File: config.mk
export PLATFORM = sky130hd
export DESIGN_NAME = xctrl_ack
export DESIGN_NICKNAME = d
export VERILOG_FILES = /design/src/rtl/xctrl_ack.sv
export SDC_FILE = /design/constraint.sdc
export NUM_CORES = 1
export LEC_CHECK = 0
export BUFFER_PORTS_ARGS = -buffer_cell sky130_fd_sc_hd__buf_2
export CAP_MARGIN = 20
export CORE_MARGIN = 5
export CORE_UTILIZATION = 54
export DETAILED_ROUTE_END_ITERATION = 8
export PLACE_DENSITY = 0.86
export SYNTH_ARGS = -nofsm -noshare
export SYNTH_HDL_FRONTEND = slang
export SYNTH_SLANG_ARGS = --single-unit
File: constraint.sdc
create_clock -name clk -period 2.95 [get_ports clk]
set_input_delay 0.295 -clock clk [delete_from_list [all_inputs] [get_ports clk]]
set_output_delay 0.295 -clock clk [all_outputs]
set_load 0.05 [all_outputs]
File: src/rtl/xctrl_ack.sv
`default_nettype none
// ============================================================================
// Module      : xctrl_ack
// Description : Accumulator micro-controller with a req/ack bus handshake.
//               One instruction per cycle in EXEC; bus accesses park the core
//               in BUS_WAIT until rw_ack. Optional shifter: XCTRL_SHIFT_EN.
// Revision    : 1.0 - initial release
// ============================================================================
module xctrl_ack #(
  parameter int DATA_W = 8,
  parameter int IMM_W  = 8,
  parameter int ADDR_W = 8,
  parameter int PC_W   = 10,
  localparam int OPC_W = 4
) (
  input  logic                   clk,
  input  logic                   rst_n,
  output logic [PC_W-1:0]        pc,
  input  logic [OPC_W+IMM_W-1:0] instruction,
  input  logic                   instr_valid,
  output logic                   rw_req,
  output logic                   rw_rnw,
  output logic [ADDR_W-1:0]      rw_addr,
  output logic [DATA_W-1:0]      data_to_wr,
  input  logic                   rw_ack,
  input  logic [DATA_W-1:0]      data_to_rd
);

  localparam logic [OPC_W-1:0] c_OP_NOP   = 4'h0;
  localparam logic [OPC_W-1:0] c_OP_LDI   = 4'h1;
  localparam logic [OPC_W-1:0] c_OP_ADDI  = 4'h2;
  localparam logic [OPC_W-1:0] c_OP_RDW   = 4'h3;
  localparam logic [OPC_W-1:0] c_OP_WRW   = 4'h4;
  localparam logic [OPC_W-1:0] c_OP_ADD   = 4'h5;
  localparam logic [OPC_W-1:0] c_OP_SUB   = 4'h6;
  localparam logic [OPC_W-1:0] c_OP_BEQI  = 4'h7;
  localparam logic [OPC_W-1:0] c_OP_BNEQI = 4'h8;
`ifdef XCTRL_SHIFT_EN
  localparam logic [OPC_W-1:0] c_OP_SHL   = 4'h9;
  localparam logic [OPC_W-1:0] c_OP_SHR   = 4'hA;
`endif

  localparam logic [DATA_W:0]  c_ONE    = {{DATA_W{1'b0}}, 1'b1};
  localparam logic [PC_W-1:0]  c_PC_ONE = {{(PC_W-1){1'b0}}, 1'b1};

  typedef enum logic [0:0] {
    S_EXEC     = 1'b0,
    S_BUS_WAIT = 1'b1
  } state_t;

  state_t             r_state,      w_state_nxt;
  logic [PC_W-1:0]    r_pc,         w_pc_nxt;
  logic [DATA_W-1:0]  r_reg_a,      w_reg_a_nxt;
  logic               r_reg_c,      w_reg_c_nxt;
  logic               r_rw_req,     w_rw_req_nxt;
  logic               r_rw_rnw,     w_rw_rnw_nxt;
  logic [ADDR_W-1:0]  r_rw_addr,    w_rw_addr_nxt;
  logic [DATA_W-1:0]  r_data_to_wr, w_data_to_wr_nxt;
  logic [OPC_W-1:0]   r_bus_opc,    w_bus_opc_nxt;
  logic               w_do_arith;

  logic [OPC_W-1:0]   w_opc;
  logic [IMM_W-1:0]   w_imm;
  logic [DATA_W-1:0]  w_imm_data;
  logic [PC_W-1:0]    w_imm_pc;
  logic               w_is_local;
  logic [DATA_W-1:0]  w_local_op;
  logic               w_in_bus;
  logic [OPC_W-1:0]   w_arith_opc;
  logic [DATA_W-1:0]  w_operand;
  logic [DATA_W:0]    w_add_sum;
  logic [DATA_W:0]    w_sub_sum;
  logic [DATA_W:0]    w_addi_sum;
  logic [PC_W-1:0]    w_pc_inc;
  logic [PC_W-1:0]    w_pc_br;

  assign w_opc = instruction[OPC_W+IMM_W-1 -: OPC_W];
  assign w_imm = instruction[IMM_W-1:0];

  // Immediate resized to the data path: sign-extend when wider, truncate otherwise.
  generate
    if (DATA_W > IMM_W) begin : g_data_pad
      assign w_imm_data = {{(DATA_W-IMM_W){w_imm[IMM_W-1]}}, w_imm};
    end else begin : g_data_cut
      assign w_imm_data = w_imm[DATA_W-1:0];
    end
  endgenerate

  // Immediate resized to the program counter for branch offsets.
  generate
    if (PC_W > IMM_W) begin : g_pc_pad
      assign w_imm_pc = {{(PC_W-IMM_W){w_imm[IMM_W-1]}}, w_imm};
    end else begin : g_pc_cut
      assign w_imm_pc = w_imm[PC_W-1:0];
    end
  endgenerate

  // Operand addresses 0 and 1 alias the internal registers, no bus cycle.
  assign w_is_local = (w_imm == IMM_W'(0)) || (w_imm == IMM_W'(1));
  assign w_local_op = w_imm[0] ? {{(DATA_W-1){1'b0}}, r_reg_c} : r_reg_a;

  // One shared arithmetic path: local operand in EXEC, bus data at ack.
  assign w_in_bus    = (r_state == S_BUS_WAIT);
  assign w_arith_opc = w_in_bus ? r_bus_opc  : w_opc;
  assign w_operand   = w_in_bus ? data_to_rd : w_local_op;
  assign w_add_sum   = {1'b0, r_reg_a} + {1'b0, w_operand};
  assign w_sub_sum   = {1'b0, r_reg_a} + {1'b0, ~w_operand} + c_ONE;
  assign w_addi_sum  = {1'b0, r_reg_a} + {1'b0, w_imm_data};
  assign w_pc_inc    = r_pc + c_PC_ONE;
  assign w_pc_br     = r_pc + w_imm_pc;

  // State, architectural registers and registered bus outputs.
  always_ff @(posedge clk or negedge rst_n) begin
    if (!rst_n) begin
      r_state      <= S_EXEC;
      r_pc         <= '0;
      r_reg_a      <= '0;
      r_reg_c      <= 1'b0;
      r_rw_req     <= 1'b0;
      r_rw_rnw     <= 1'b1;
      r_rw_addr    <= '0;
      r_data_to_wr <= '0;
      r_bus_opc    <= c_OP_NOP;
    end else begin
      r_state      <= w_state_nxt;
      r_pc         <= w_pc_nxt;
      r_reg_a      <= w_reg_a_nxt;
      r_reg_c      <= w_reg_c_nxt;
      r_rw_req     <= w_rw_req_nxt;
      r_rw_rnw     <= w_rw_rnw_nxt;
      r_rw_addr    <= w_rw_addr_nxt;
      r_data_to_wr <= w_data_to_wr_nxt;
      r_bus_opc    <= w_bus_opc_nxt;
    end
  end

  // Instruction decode, bus handshake sequencing and next-register values.
  always_comb begin
    w_state_nxt      = r_state;
    w_pc_nxt         = r_pc;
    w_reg_a_nxt      = r_reg_a;
    w_reg_c_nxt      = r_reg_c;
    w_rw_req_nxt     = r_rw_req;
    w_rw_rnw_nxt     = r_rw_rnw;
    w_rw_addr_nxt    = r_rw_addr;
    w_data_to_wr_nxt = r_data_to_wr;
    w_bus_opc_nxt    = r_bus_opc;
    w_do_arith       = 1'b0;

    case (r_state)
      S_EXEC: begin
        if (instr_valid) begin
          w_pc_nxt = w_pc_inc;
          case (w_opc)
            c_OP_NOP: ;
            c_OP_LDI:  w_reg_a_nxt = w_imm_data;
            c_OP_ADDI: {w_reg_c_nxt, w_reg_a_nxt} = w_addi_sum;
            c_OP_RDW, c_OP_ADD, c_OP_SUB: begin
              if (w_is_local) begin
                w_do_arith = 1'b1;
              end else begin
                w_state_nxt      = S_BUS_WAIT;
                w_rw_req_nxt     = 1'b1;
                w_rw_rnw_nxt     = 1'b1;
                w_rw_addr_nxt    = w_imm[ADDR_W-1:0];
                w_data_to_wr_nxt = r_reg_a;
                w_bus_opc_nxt    = w_opc;
                w_pc_nxt         = r_pc;
              end
            end
            c_OP_WRW: begin
              w_state_nxt      = S_BUS_WAIT;
              w_rw_req_nxt     = 1'b1;
              w_rw_rnw_nxt     = 1'b0;
              w_rw_addr_nxt    = w_imm[ADDR_W-1:0];
              w_data_to_wr_nxt = r_reg_a;
              w_bus_opc_nxt    = w_opc;
              w_pc_nxt         = r_pc;
            end
            c_OP_BEQI:  if (r_reg_a == '0) w_pc_nxt = w_pc_br;
            c_OP_BNEQI: if (r_reg_a != '0) w_pc_nxt = w_pc_br;
`ifdef XCTRL_SHIFT_EN
            c_OP_SHL: {w_reg_c_nxt, w_reg_a_nxt} = {r_reg_a, 1'b0};
            c_OP_SHR: {w_reg_a_nxt, w_reg_c_nxt} = {1'b0, r_reg_a};
`endif
            default: ;
          endcase
        end
      end
      S_BUS_WAIT: begin
        // Bus fields stay frozen; the instruction stream is ignored here.
        if (rw_ack) begin
          w_state_nxt  = S_EXEC;
          w_rw_req_nxt = 1'b0;
          w_pc_nxt     = w_pc_inc;
          w_do_arith   = r_rw_rnw;
        end
      end
      default: w_state_nxt = S_EXEC;
    endcase

    if (w_do_arith) begin
      case (w_arith_opc)
        c_OP_RDW: w_reg_a_nxt = w_operand;
        c_OP_ADD: {w_reg_c_nxt, w_reg_a_nxt} = w_add_sum;
        c_OP_SUB: {w_reg_c_nxt, w_reg_a_nxt} = w_sub_sum;
        default: ;
      endcase
    end
  end

  assign pc         = r_pc;
  assign rw_req     = r_rw_req;
  assign rw_rnw     = r_rw_rnw;
  assign rw_addr    = r_rw_addr;
  assign data_to_wr = r_data_to_wr;

endmodule
`default_nettype wire
==> flow_metrics.env <==
export IMPL_cp_end_kind="flop"
export IMPL_drt_vias_per_instance=6.40
export IMPL_final_core_util=0.635
export IMPL_ir_drop_mv=0.446
export IMPL_first_global_vias=3894
export IMPL_io_pins=52
export IMPL_core_sq_um=7370
export IMPL_netlist_area_sq_um=4130
export IMPL_setup_viol=0
export IMPL_cap_violations=0
export IMPL_finClkSkew_ns=0.00612
export IMPL_overflow=0
export IMPL_switching_share=0.518
export IMPL_r2r_end="r_reg_a[7]"
export IMPL_ant_nets=0
export IMPL_p_clk_frac=0.101
export IMPL_finalPower_mw=3.89
export IMPL_critPathMaxFanout=12
export IMPL_fin_crit_sh=0.957
export IMPL_synth_nets=539
export IMPL_cp_start_kind="flop"
export IMPL_area_growth_pct=13.3
export IMPL_die_area_sq_um=9500
export IMPL_antennaDiodeCount=0
export IMPL_vias=4062
export IMPL_post_dp_hpwl_microns=8490
export IMPL_power_net_switching_mw=2.02
export IMPL_critical_path_most_common_cell="a21o_1"
export IMPL_clk_pin_slew_ns=0.08
export IMPL_cpPeakStageDelay_ns=0.63
export IMPL_r2r_start="r_state"
export IMPL_cp_arrival_ns=3.00
export IMPL_h_tree_depth=2
export IMPL_drc=0
export IMPL_cts_buffers_inserted=5
export IMPL_seq_area_frac_synth=0.255
export IMPL_clockBufferDepth=2
export IMPL_dr_pass1_iters=5
export IMPL_whs_endpoint="r_state"
export IMPL_fin_setup_tns_ns=0
export IMPL_initial_core_util=0.561
export IMPL_syn_area_per_cell_sq_um=8.70
export IMPL_p_int_mw=1.87
export IMPL_power_density_nw_per_um2=832
export IMPL_fp_dieW_microns=97.5
export IMPL_synth_edf_count=0
export IMPL_wire_per_inst_microns=17.9
export IMPL_rows=31
export IMPL_crit_type="flop to flop"
export IMPL_power_frac_comb=0.653
export IMPL_crit_chain="nor3_1 -> a21oi_2 -> inv_1 -> ha_1 -> a21o_1 -> a41oi_1 -> or4b_2 -> a21o_1 -> nand3_1 -> a31oi_1"
export IMPL_fin_nets=599
export IMPL_grtUsageTotal=0.240
export IMPL_hold_path_startpoint="rw_ack"
export IMPL_yosys_warnings=0
export IMPL_seqPwrFrac=0.246
export IMPL_tightest_slew_ns=0.651
export IMPL_drive_gt1_frac=0.205
export IMPL_fmax_mhz=354
export IMPL_cts_tree="yes"
export IMPL_regToRegSetupSlack_ns=0.13
export IMPL_critical_path_required_ns=3.13
export IMPL_grt_first_pass_wirelength_microns=18900
export IMPL_status="complete, no violations"
export IMPL_post_place_ws_ns=0.116
export IMPL_ys_ff_latch=42
export IMPL_hold_path_class="input port to flop"
export IMPL_final_common_cell="buf_2"
export IMPL_slew_viol_final=0
export IMPL_port_buffers=51
export IMPL_min_period_ns=2.82
export IMPL_gp_congestion=0.978
export IMPL_crit_buf_inv=1
export IMPL_antenna_found_initial=0
export IMPL_drt_total_wl_microns=11300
export IMPL_synth_cell_types=72
export IMPL_whs_ns=0.302
export IMPL_maxSlewHeadroom=0.562
export IMPL_critical_path_top_delay_family="simple AND/OR/NAND/NOR gates"
export IMPL_grt_max_degree=43
export IMPL_synth_main_ff_cell="dfrtp_1"
export IMPL_worst_r2r_cell_count=10
export IMPL_timing_final_ws_setup_ns=0.128
export IMPL_detail_route_iter0_violations=390
export IMPL_cts_sinks=42
export IMPL_hold_path_depth=3
export IMPL_leakagePower_nw=2.08
export IMPL_root_buffer="clkbuf_8"
export IMPL_dieHeight_microns=97.5
export IMPL_hold_violations=0
export IMPL_clkLatencyLatePin_ns=0.31
export IMPL_layout_common_cells="51 x buf_2, 40 x dfrtp_1, 38 x a21oi_1"
export IMPL_async_flop_share=1.00
export IMPL_slowest_stage="or4b_2"
export IMPL_synthCells=475
==> per-layer routing <==
metal  GRT usage  vias up  part of all wire
li1            -     1898                 -
met2       0.399      187              0.47
met5           0        -                 0
met3      0.0388       33             0.068
met1       0.320     1944              0.43
met4      0.0703        0             0.026
==> Yosys cell counts (6+ instances only) <==
cell / number / area (sq um)
nor3_1: 15 / 75.1
clkbuf_1: 8 / 30.0
xnor2_1: 12 / 105
nand3_1: 15 / 75.1
nor2b_1: 12 / 75.1
nand2b_1: 8 / 50.1
nor2_1: 30 / 113
nand2_1: 26 / 97.6
a21oi_1: 39 / 195
o21ai_0: 30 / 150
dfrtp_1: 41 / 1030
ha_1: 36 / 450
buf_2: 6 / 30.0
mux2_4: 10 / 150
a21o_1: 9 / 67.6
mux2_1: 7 / 78.8
nand3b_1: 6 / 45.0
inv_1: 29 / 109
a31oi_1: 8 / 50.1
a211oi_1: 13 / 97.6
==> flip-flops by register name, summed over array words and instances (netlist names) <==
register    count
r_reg_a         8
r_reg_c         1
data_to_wr      8
r_state         1
pc             10
r_bus_opc       4
rw_req          1
rw_rnw          1
rw_addr         8
==> repair_timing <==
action,in CTS,in global routing
endpoints found under the hold margin,0,17
gates resized for setup,0,2
hold buffers,0,1
setup endpoints to repair,0,2
setup buffers,0,2
==> cell families (layout without fill, tap and decap cells) <==
kind of cell,Yosys count,count (layout),synth area share
compound gates,152,152,0.241
xor+xnor,17,17,0.0360
fa+ha+maj,40,40,0.128
mux,24,24,0.0733
flops,42,42,0.255
buf+inv,48,109,0.0527
simple gates,152,152,0.214
==> power groups by stage <==
stage          Sequential, mW  Combinational [mW]  Clock [mW]
5_1_grt                 0.992                2.77       0.421
3_5_place_dp            0.967                2.48           0
2_1_floorplan            1.44                1.40           0
6_report                0.957                2.54       0.395
4_1_cts                 0.956                2.50       0.403
3_3_place_gp            0.956                2.40           0
==> per-stage QoR <==
stage / std cells / area (sq um)
final: 635 / 4680
after global routing: 635 / 4680
after CTS: 631 / 4620
after detailed placement: 623 / 4540
after global placement: 623 / 4540
after floorplan: 475 / 4140
==> worst max path at each step <==
stage                         startpoint         end  slack, ns  depth (start not counted)
final                            r_state  r_reg_a[7]       0.13                         10
after global routing             r_state  r_reg_a[7]      -0.05                         10
after CTS                        r_state  r_reg_a[7]       0.09                         10
after detailed placement         r_state  r_reg_a[7]       0.12                         10
after global placement    instruction[0]  r_reg_a[7]       0.22                         11
after floorplan                  r_state  r_reg_a[7]       0.02                         12
==> worst min-delay path, delay by kind of cell <==
| kind | cells | cell delay [ns] |
|---|---|---|
| buffers and inverters | 2 | 0.18 |
| AOI/OAI and AO/OA | 1 | 0.11 |
==> cell type report <==
cell class                 instances  area (sq um)
multi-input combinational        385          2880
fill                             656          2690
sequential                        42          1050
timing repair buffer              71           428
tap                               99           124
inverter                          30           113
clock buffer                       6          72.6
clock inverter                     2          13.8
Note: power is estimated with default switching activity, not from simulation.
